## src/rtl/smc_pkg.sv

```systemverilog
// Shared types and widths for the smc_seq transistor-frame sequencer.
// SMC_SEQ_OUTREG_EN adds the HOLD state used by the optional output register stage.
package smc_pkg;

  localparam int IN_W      = 3;
  localparam int DAT_W     = 8;
  localparam int SUM_W     = 10;
  localparam int FRAME_LEN = 6;
  localparam int CNT_W     = 3;

`ifdef SMC_SEQ_OUTREG_EN
  typedef enum logic [2:0] {IDLE, LOAD, CALC, HOLD, OUT} state_e;
`else
  typedef enum logic [2:0] {IDLE, LOAD, CALC, OUT} state_e;
`endif

endpackage

```

## src/rtl/smc_calc.sv

```systemverilog
// Combinational ID / gm of a single transistor record, shared across all load cycles.
module smc_calc
  import smc_pkg::*;
(
  input  logic [IN_W-1:0]  w,
  input  logic [IN_W-1:0]  v_gs,
  input  logic [IN_W-1:0]  v_ds,
  output logic [DAT_W-1:0] id,
  output logic [DAT_W-1:0] gm
);

  logic [SUM_W-1:0] w_x, vds_x, v1, id_prod, gm_prod;

  always_comb begin
    w_x   = SUM_W'(w);
    vds_x = SUM_W'(v_ds);
    v1    = (v_gs == '0) ? '0 : SUM_W'(v_gs) - SUM_W'(1);
    if (v1 > vds_x) begin
      id_prod = w_x * vds_x * (SUM_W'(2) * v1 - vds_x);
      gm_prod = SUM_W'(2) * w_x * vds_x;
    end else begin
      id_prod = w_x * v1 * v1;
      gm_prod = SUM_W'(2) * w_x * v1;
    end
    // Worst case products stay below 256, so the truncated quotient fits in 8 bits.
    id = DAT_W'(id_prod / SUM_W'(3));
    gm = DAT_W'(gm_prod / SUM_W'(3));
  end

endmodule

```

## src/rtl/smc_seq.sv

```systemverilog
// Frame sequencer: loads 6 transistor records, sorts ID or gm, emits a weighted average.
// Define SMC_SEQ_OUTREG_EN to add an output register stage (HOLD state, one extra cycle).
module smc_seq
  import smc_pkg::*;
(
  input  logic             clk,
  input  logic             rst_n,
  input  logic             in_valid,
  input  logic [1:0]       mode,
  input  logic [IN_W-1:0]  W,
  input  logic [IN_W-1:0]  V_GS,
  input  logic [IN_W-1:0]  V_DS,
  output logic             out_valid,
  output logic [DAT_W-1:0] out_n
);

  state_e                              state_q, state_d;
  logic [CNT_W-1:0]                    cnt_q, cnt_d;
  logic [1:0]                          mode_q, mode_d;
  logic [FRAME_LEN-1:0][DAT_W-1:0]     id_q, id_d, gm_q, gm_d;
  logic                                out_valid_q, out_valid_d;
  logic [DAT_W-1:0]                    out_n_q, out_n_d;
  logic [DAT_W-1:0]                    rec_id, rec_gm;
  logic [FRAME_LEN-1:0][DAT_W-1:0]     srt;
  logic [DAT_W-1:0]                    tmp, a, b, c;
  logic [SUM_W-1:0]                    sum;
  logic [DAT_W-1:0]                    avg;

  smc_calc u_calc (
    .w    (W),
    .v_gs (V_GS),
    .v_ds (V_DS),
    .id   (rec_id),
    .gm   (rec_gm)
  );

  // Odd-even transposition sort, descending; FRAME_LEN passes fully sort FRAME_LEN items.
  always_comb begin
    srt = mode_q[0] ? id_q : gm_q;
    tmp = '0;
    for (int p = 0; p < FRAME_LEN; p++) begin
      for (int i = p % 2; i < FRAME_LEN - 1; i += 2) begin
        if (srt[i] < srt[i+1]) begin
          tmp      = srt[i];
          srt[i]   = srt[i+1];
          srt[i+1] = tmp;
        end
      end
    end
  end

  always_comb begin
    if (mode_q[1]) begin
      a = srt[0]; b = srt[1]; c = srt[2];
    end else begin
      a = srt[FRAME_LEN-3]; b = srt[FRAME_LEN-2]; c = srt[FRAME_LEN-1];
    end
    if (mode_q[0]) begin
      sum = SUM_W'(3) * SUM_W'(a) + SUM_W'(4) * SUM_W'(b) + SUM_W'(5) * SUM_W'(c);
      avg = DAT_W'(sum / SUM_W'(12));
    end else begin
      sum = SUM_W'(a) + SUM_W'(b) + SUM_W'(c);
      avg = DAT_W'(sum / SUM_W'(3));
    end
  end

`ifdef SMC_SEQ_OUTREG_EN
  logic [DAT_W-1:0] avg_q, avg_d;
  always_comb avg_d = (state_q == CALC) ? avg : avg_q;
  always_ff @(posedge clk or negedge rst_n) begin
    if (!rst_n) avg_q <= '0;
    else        avg_q <= avg_d;
  end
`endif

  always_comb begin
    state_d = state_q;
    cnt_d   = cnt_q;
    mode_d  = mode_q;
    id_d    = id_q;
    gm_d    = gm_q;
    unique case (state_q)
      IDLE: if (in_valid) begin
        mode_d   = mode;
        id_d[0]  = rec_id;
        gm_d[0]  = rec_gm;
        cnt_d    = CNT_W'(1);
        state_d  = LOAD;
      end
      LOAD: if (in_valid) begin
        id_d[cnt_q] = rec_id;
        gm_d[cnt_q] = rec_gm;
        if (cnt_q == CNT_W'(FRAME_LEN - 1)) begin
          cnt_d   = '0;
          state_d = CALC;
        end else begin
          cnt_d = cnt_q + CNT_W'(1);
        end
      end else begin
        // Short frame: drop what was loaded.
        cnt_d   = '0;
        state_d = IDLE;
      end
`ifdef SMC_SEQ_OUTREG_EN
      CALC: state_d = HOLD;
      HOLD: state_d = OUT;
`else
      CALC: state_d = OUT;
`endif
      OUT:  state_d = IDLE;
      default: begin
        state_d = IDLE;
        cnt_d   = '0;
      end
    endcase

    out_valid_d = (state_d == OUT);
`ifdef SMC_SEQ_OUTREG_EN
    out_n_d = out_valid_d ? avg_q : '0;
`else
    out_n_d = out_valid_d ? avg : '0;
`endif
  end

  always_ff @(posedge clk or negedge rst_n) begin
    if (!rst_n) begin
      state_q     <= IDLE;
      cnt_q       <= '0;
      mode_q      <= '0;
      id_q        <= '0;
      gm_q        <= '0;
      out_valid_q <= 1'b0;
      out_n_q     <= '0;
    end else begin
      state_q     <= state_d;
      cnt_q       <= cnt_d;
      mode_q      <= mode_d;
      id_q        <= id_d;
      gm_q        <= gm_d;
      out_valid_q <= out_valid_d;
      out_n_q     <= out_n_d;
    end
  end

  assign out_valid = out_valid_q;
  assign out_n     = out_n_q;

endmodule

```

## config.mk

```make
export PLATFORM = sky130hd
export DESIGN_NAME = smc_seq
export DESIGN_NICKNAME = d
export VERILOG_FILES = /design/src/rtl/smc_pkg.sv /design/src/rtl/smc_calc.sv /design/src/rtl/smc_seq.sv
export SDC_FILE = /design/constraint.sdc
export NUM_CORES = 1
export LEC_CHECK = 0
export BUFFER_PORTS_ARGS = -buffer_cell sky130_fd_sc_hd__clkbuf_2
export CORE_ASPECT_RATIO = 1.5
export CORE_UTILIZATION = 40
export CTS_BUF_LIST = sky130_fd_sc_hd__clkbuf_8
export DETAILED_ROUTE_END_ITERATION = 12
export PLACE_DENSITY = 0.56
export SLEW_MARGIN = 10
export SYNTH_ARGS = -nofsm -noshare
export SYNTH_HDL_FRONTEND = slang
export SYNTH_SLANG_ARGS = --single-unit
```

## constraint.sdc

```tcl
create_clock -name clk -period 20.7 [get_ports clk]
set_clock_uncertainty 0.2 [all_clocks]
set_input_delay 3.105 -clock clk [delete_from_list [all_inputs] [get_ports clk]]
set_output_delay 3.105 -clock clk [all_outputs]
set_load 0.02 [all_outputs]
```

==> impl_metrics.toml, run 1 <==
[outcome]
status = "finished, final reports clean"

[hold_path]
hold_path_class = "register to register"

[logic_synthesis]
yosysSeqAreaShare_pct = 16.0
synth_ff_type = "dfrtp_1"
synthesis.instances = 2251
syn_avg_cell_area_um2 = 7.84
synth_warnings = 0
netlist_area_mm2 = 0.0177
ys_ff_latch = 113
async_reset_ff_share_pct = 100
synth_cell_types = 104
synth_edf_count = 0

[clock_network]
numCtsBuffers = 17
path_clk_slew_ns = 0.09
clk_path_buf_depth = 2
cts_tree = "done"
htreeDepth = 4
cts-root-buf = "clkbuf_8"
cts.sinks = 113
hold_buffers = 0
clk_latency_ns = 0.46

[timing]
tns_ns = 0
fin_ws_ns = 1.47
hold_viol = 0
finalSetupViolations = 0
clock.fmax_mhz = 52.0
fin_crit_sh_pct = 92.9
tightest_slew_ns = 1.18
slew_viol_final = 0
max_slew_margin_pct = 20.6
rsz0062_at_grt = "false"
period_minus_slack_ns = 19.23

[setup_path]
max_stage_delay_ns = 0.66
crit_fanout = 27
crit_path_end_kind = "register"
crit_slowest_cell = "a2111oi_1"
crit_required_ns = 20.83
critPathKind = "register to register"
worstPathArrival_ns = 19.36
crit_path_start_kind = "register"

[floorplanning]
rows = 93
start_util_pct = 40.8
fp.coreArea_mm2 = 0.0433
die_area_mm2 = 0.0450
fp.dieH_um = 259
boundaryPins = 23
die_x_um = 174

[place]
place_ws_ns = 0.590
gp_congestion = 0.953
io_buffers = 22
dp_hpwl_um = 42500

[global_routing]
gr-total-overflow = 0
grtUsageTotal_pct = 22.9
grt_max_degree = 63
grt_pass1_vias = 15954
grt_pass1_wl_um = 82600
antenna_found_initial = 1

[detailed_routing]
drcViolationCount = 0
drt-pass1-iter-count = 6
first_iter_violations = 1088
viasPerCell = 5.67
routedWlPerCell_um = 18.0
ant_nets = 0
vias = 16208
wirelength_um = 51500

[cells_and_area]
fin_nets = 2534
drive_gt1_share_pct = 9.53
synthToLayoutAreaGrowth_pct = 8.02
n_fill_cell = 4489

[run]
maxCapViolCount = 0
[cells in the mapped netlist (58+ instances only)]
cell type | count | area share [%]
a21oi_1 | 198 | 5.6
clkbuf_1 | 68 | 1.4
dfrtp_1 | 113 | 16
fa_1 | 75 | 8.5
ha_1 | 171 | 12
inv_1 | 190 | 4.0
mux2_2 | 68 | 4.3
mux2i_1 | 84 | 4.8
nand2_1 | 237 | 5.0
nor2_1 | 208 | 4.4
o21ai_0 | 166 | 4.7
xnor2_1 | 58 | 2.9
[path summary, 6_finish.rpt]
kind / startpoint / end / slack (ns) / cells past startpoint
setup / recovery: mode_q[0] / out_n[2] / 1.47 / 70
hold / removal: id_q[1] / id_q[1] / 0.28 / 2
setup reg to reg: mode_q[0] / out_n[2] / 1.47 / 70
hold reg to reg: id_q[1] / id_q[1] / 0.28 / 2
max in group asynchronous: rst_n / mode_q[0] / 16.47 / 2
min in group asynchronous: rst_n / id_q[9] / 2.46 / 1
[placed cells by master (no fill, tap or decap), types with 11 or more instances in the layout]
cell type	instances
nand2_1	237
nor2_1	205
a21oi_1	196
inv_1	190
ha_1	171
o21ai_0	165
dfrtp_1	112
mux2i_1	81
fa_1	75
mux2_2	68
xnor2_1	58
a21o_1	51
and2_1	43
buf_4	35
nand3_1	32
nor2b_1	28
nor3_1	28
conb_1	27
nand2b_1	24
a211oi_1	21
clkbuf_2	21
o31ai_1	20
o21a_1	19
xor2_1	18
clkbuf_8	18
o22ai_1	17
o21bai_1	17
o211ai_1	16
o21ai_1	15
a31oi_1	15
and3_1	14
a211o_1	12
nand4_1	11
a22oi_1	11
a311oi_1	11
[state kept, by name (all words and copies together) (netlist names)]
register	cells
state_q	3
out_n	8
id_q	48
cnt_q	3
mode_q	2
gm_q	48
out_valid	1
[timing repair]
item,CTS,global route
gates resized for setup,0,18
endpoints found under the setup margin,0,7
setup buffers,0,4
[cell families after synthesis]
logic type,share of synthesized area (%)
compound gates,25.8
flops,16.0
xor+xnor,3.90
fa+ha+maj,21.0
mux,9.61
buf+inv,5.92
other cells,0.0425
simple gates,17.7
[worst max-delay path, delay by kind of cell (launching register included)]
kind	cells	cell delay [ns]
mux	2	0.80
flops	1	0.63
xor+xnor	1	0.11
buf+inv	9	1.38
compound gates	39	10.28
fa+ha+maj	10	3.63
simple gates	9	2.02
[routing by layer]
metal,vias up,GRT usage (%),part of all wire (%)
met4,0,10.4,4.0
li1,8090,-,-
met2,321,45.8,55
met1,7705,24.3,39
met3,92,1.29,2.0
met5,-,0,0
[stage by stage]
| step | util (%) | area, um2 | std cells | hold WS, ns |
|---|---|---|---|---|
| after floorplan | - | 17700 | 2276 | 0.243 |
| after global placement | 42.8 | 18500 | 2821 | 0.257 |
| after detailed placement | 42.8 | 18500 | 2821 | 0.264 |
| after CTS | 43.8 | 18900 | 2853 | 0.282 |
| after global routing | 44.1 | 19100 | 2858 | 0.311 |
| final | 44.1 | 19100 | 2858 | 0.276 |
[layout make-up]
type	count	area (um2)	area share (%)
multi-input combinational	1891	14000	73.3
clock buffer	18	248	1.30
clock inverter	14	168	0.879
timing repair buffer	58	407	2.13
antenna	1	2.50	0.0131
sequential	113	2830	14.8
tap	570	713	3.74
inverter	193	724	3.80
Power of run 1 is left out: the tool's default activity adds up to more than one toggle a clock period on the data nets, which glitch-free logic cannot reach.
==> run 2, diff against run 1 <==
- PLACE_DENSITY: 0.56 -> 0.54
- clock period: 20.7 -> 19.43 ns (I/O delays scaled with it)
==> run 2 against run 1 <==
Effect of this change:
- final cell count grew 0.70%
- critical endpoint is now out_n[0]
- wire length increased by 4.1%
- global-route usage grew 0.92 points
- first-iteration DRC count fell by 10%
- setup slack got worse by 0.28 ns
- maximum frequency is 5.4% higher
- via count up 1.5%
- non-clock buffer count increased by 20
- register-to-register slack got worse by 0.28 ns
- critical path depth is 12 higher
- hold slack better by 0.0012 ns
==> impl_metrics.toml, run 2 (same netlist as run 1, synthesis figures left out) <==
[outcome]
status = "finished, final reports clean"

[timing]
finalSetupViolations = 0
hold-worst-slack_ns = 0.278
fin_crit_sh_pct = 93.9
period_minus_slack_ns = 18.24
tightest_slew_ns = 1.26
clock.fmax_mhz = 54.8
slew_viol_final = 0
hold_viol = 0
max_slew_margin_pct = 15.3

[place]
dp_hpwl_um = 44200
dp.cells = 2833
gp_congestion = 0.914
io_buffers = 22
placed_area_mm2 = 0.0186

[global_routing]
gr-total-overflow = 0
grt_max_degree = 68
grt_pass1_wl_um = 85100
antenna_found_initial = 1
grt_pass1_vias = 16048
grtUsageTotal_pct = 23.9

[setup_path]
r2r-start = "mode_q[0]"
crit_top_cell = "ha_1"
critPathKind = "register to register"
crit_path_start_kind = "register"
crit_path_end_kind = "register"
reg2reg_setup_slack_ns = 1.19
cp-startpoint = "mode_q[0]"
crit_slowest_cell = "dfrtp_4"
crit_required_ns = 19.61
worstPathArrival_ns = 18.42
crit_fanout = 19
max_stage_delay_ns = 0.53

[clock_network]
numCtsBuffers = 17
cts_tree = "done"
path_clk_slew_ns = 0.07
clk_path_buf_depth = 2
htreeDepth = 4
clk_latency_ns = 0.46
cts.sinks = 113
cts-root-buf = "clkbuf_8"
hold_buffers = 0

[detailed_routing]
viasPerCell = 5.72
routedWlPerCell_um = 18.6
wirelength_um = 53600
first_iter_violations = 979
drt-pass1-iter-count = 7
vias = 16448
ant_nets = 0
drcViolationCount = 0

[cells_and_area]
final_core_util_pct = 44.7
final_cell_mix = "235 x nand2_1, 203 x nor2_1, 193 x a21oi_1"
regArea_mm2 = 0.00283
layout_commonest_cell = "nand2_1"
multi_input_area_mm2 = 0.0140
n_fill_cell = 4424
final_cells = 2878
drive_gt1_share_pct = 10.9
stdcell_area_mm2 = 0.0193
fin_nets = 2554
synthToLayoutAreaGrowth_pct = 9.52

[floorplanning]
die_area_mm2 = 0.0450
start_util_pct = 40.8
fp.dieH_um = 259
rows = 93
fp.coreArea_mm2 = 0.0433
die_x_um = 174
boundaryPins = 23

[hold_path]
hold_path_class = "register to register"
worstHoldStart = "gm_q[4]"

[run]
maxCapViolCount = 0
[run 2: worst paths after layout]
kind,endpoint,cells after the start
max in group asynchronous,mode_q[0],2
setup / recovery,out_n[0],82
setup reg to reg,out_n[0],82
hold reg to reg,gm_q[4],2
hold / removal,gm_q[4],2
min in group asynchronous,id_q[10],1
[run 2: routing by layer]
metal | global-route usage, % | vias up | wire length [um]
li1 | - | 8135 | -
met1 | 25.0 | 7935 | 20600
met2 | 47.0 | 280 | 29300
met3 | 1.64 | 98 | 952
met4 | 12.8 | 0 | 2720
met5 | 0 | - | 0
[run 2: critical path: cells and delay by family, from the launching register on]
| family | cells | cell delay (ns) |
|---|---|---|
| mux | 4 | 1.48 |
| compound gates | 40 | 8.89 |
| xor+xnor | 3 | 0.44 |
| fa+ha+maj | 10 | 2.96 |
| flops | 1 | 0.53 |
| buf+inv | 6 | 0.77 |
| simple gates | 19 | 2.85 |
[run 2: layout make-up]
| type | count | share of cell area [%] |
|---|---|---|
| Timing Repair Buffer | 78 | 3.05 |
| Sequential cell | 113 | 14.6 |
| Inverter | 193 | 3.75 |
| Antenna cell | 1 | 0.0129 |
| Clock buffer | 19 | 1.35 |
| Multi-Input combinational cell | 1891 | 72.6 |
| Clock inverter | 13 | 0.906 |
| Tap cell | 570 | 3.69 |
[run 2: repair_timing]
item | CTS | global route
setup buffers | 1 | 11
setup endpoints to repair | 4 | 7
gates cloned | 0 | 0
pin swaps | 0 | 3
gates resized for setup | 1 | 34
[run 2: stage by stage]
step                      TNS, ns  setup slack [ns]
after floorplan                 0           0.00879
after global placement          0             0.210
after detailed placement   -0.450            -0.226
after CTS                       0             0.131
after global routing       -0.137           -0.0813
final                           0              1.19
Power of run 2 is left out for the same reason.
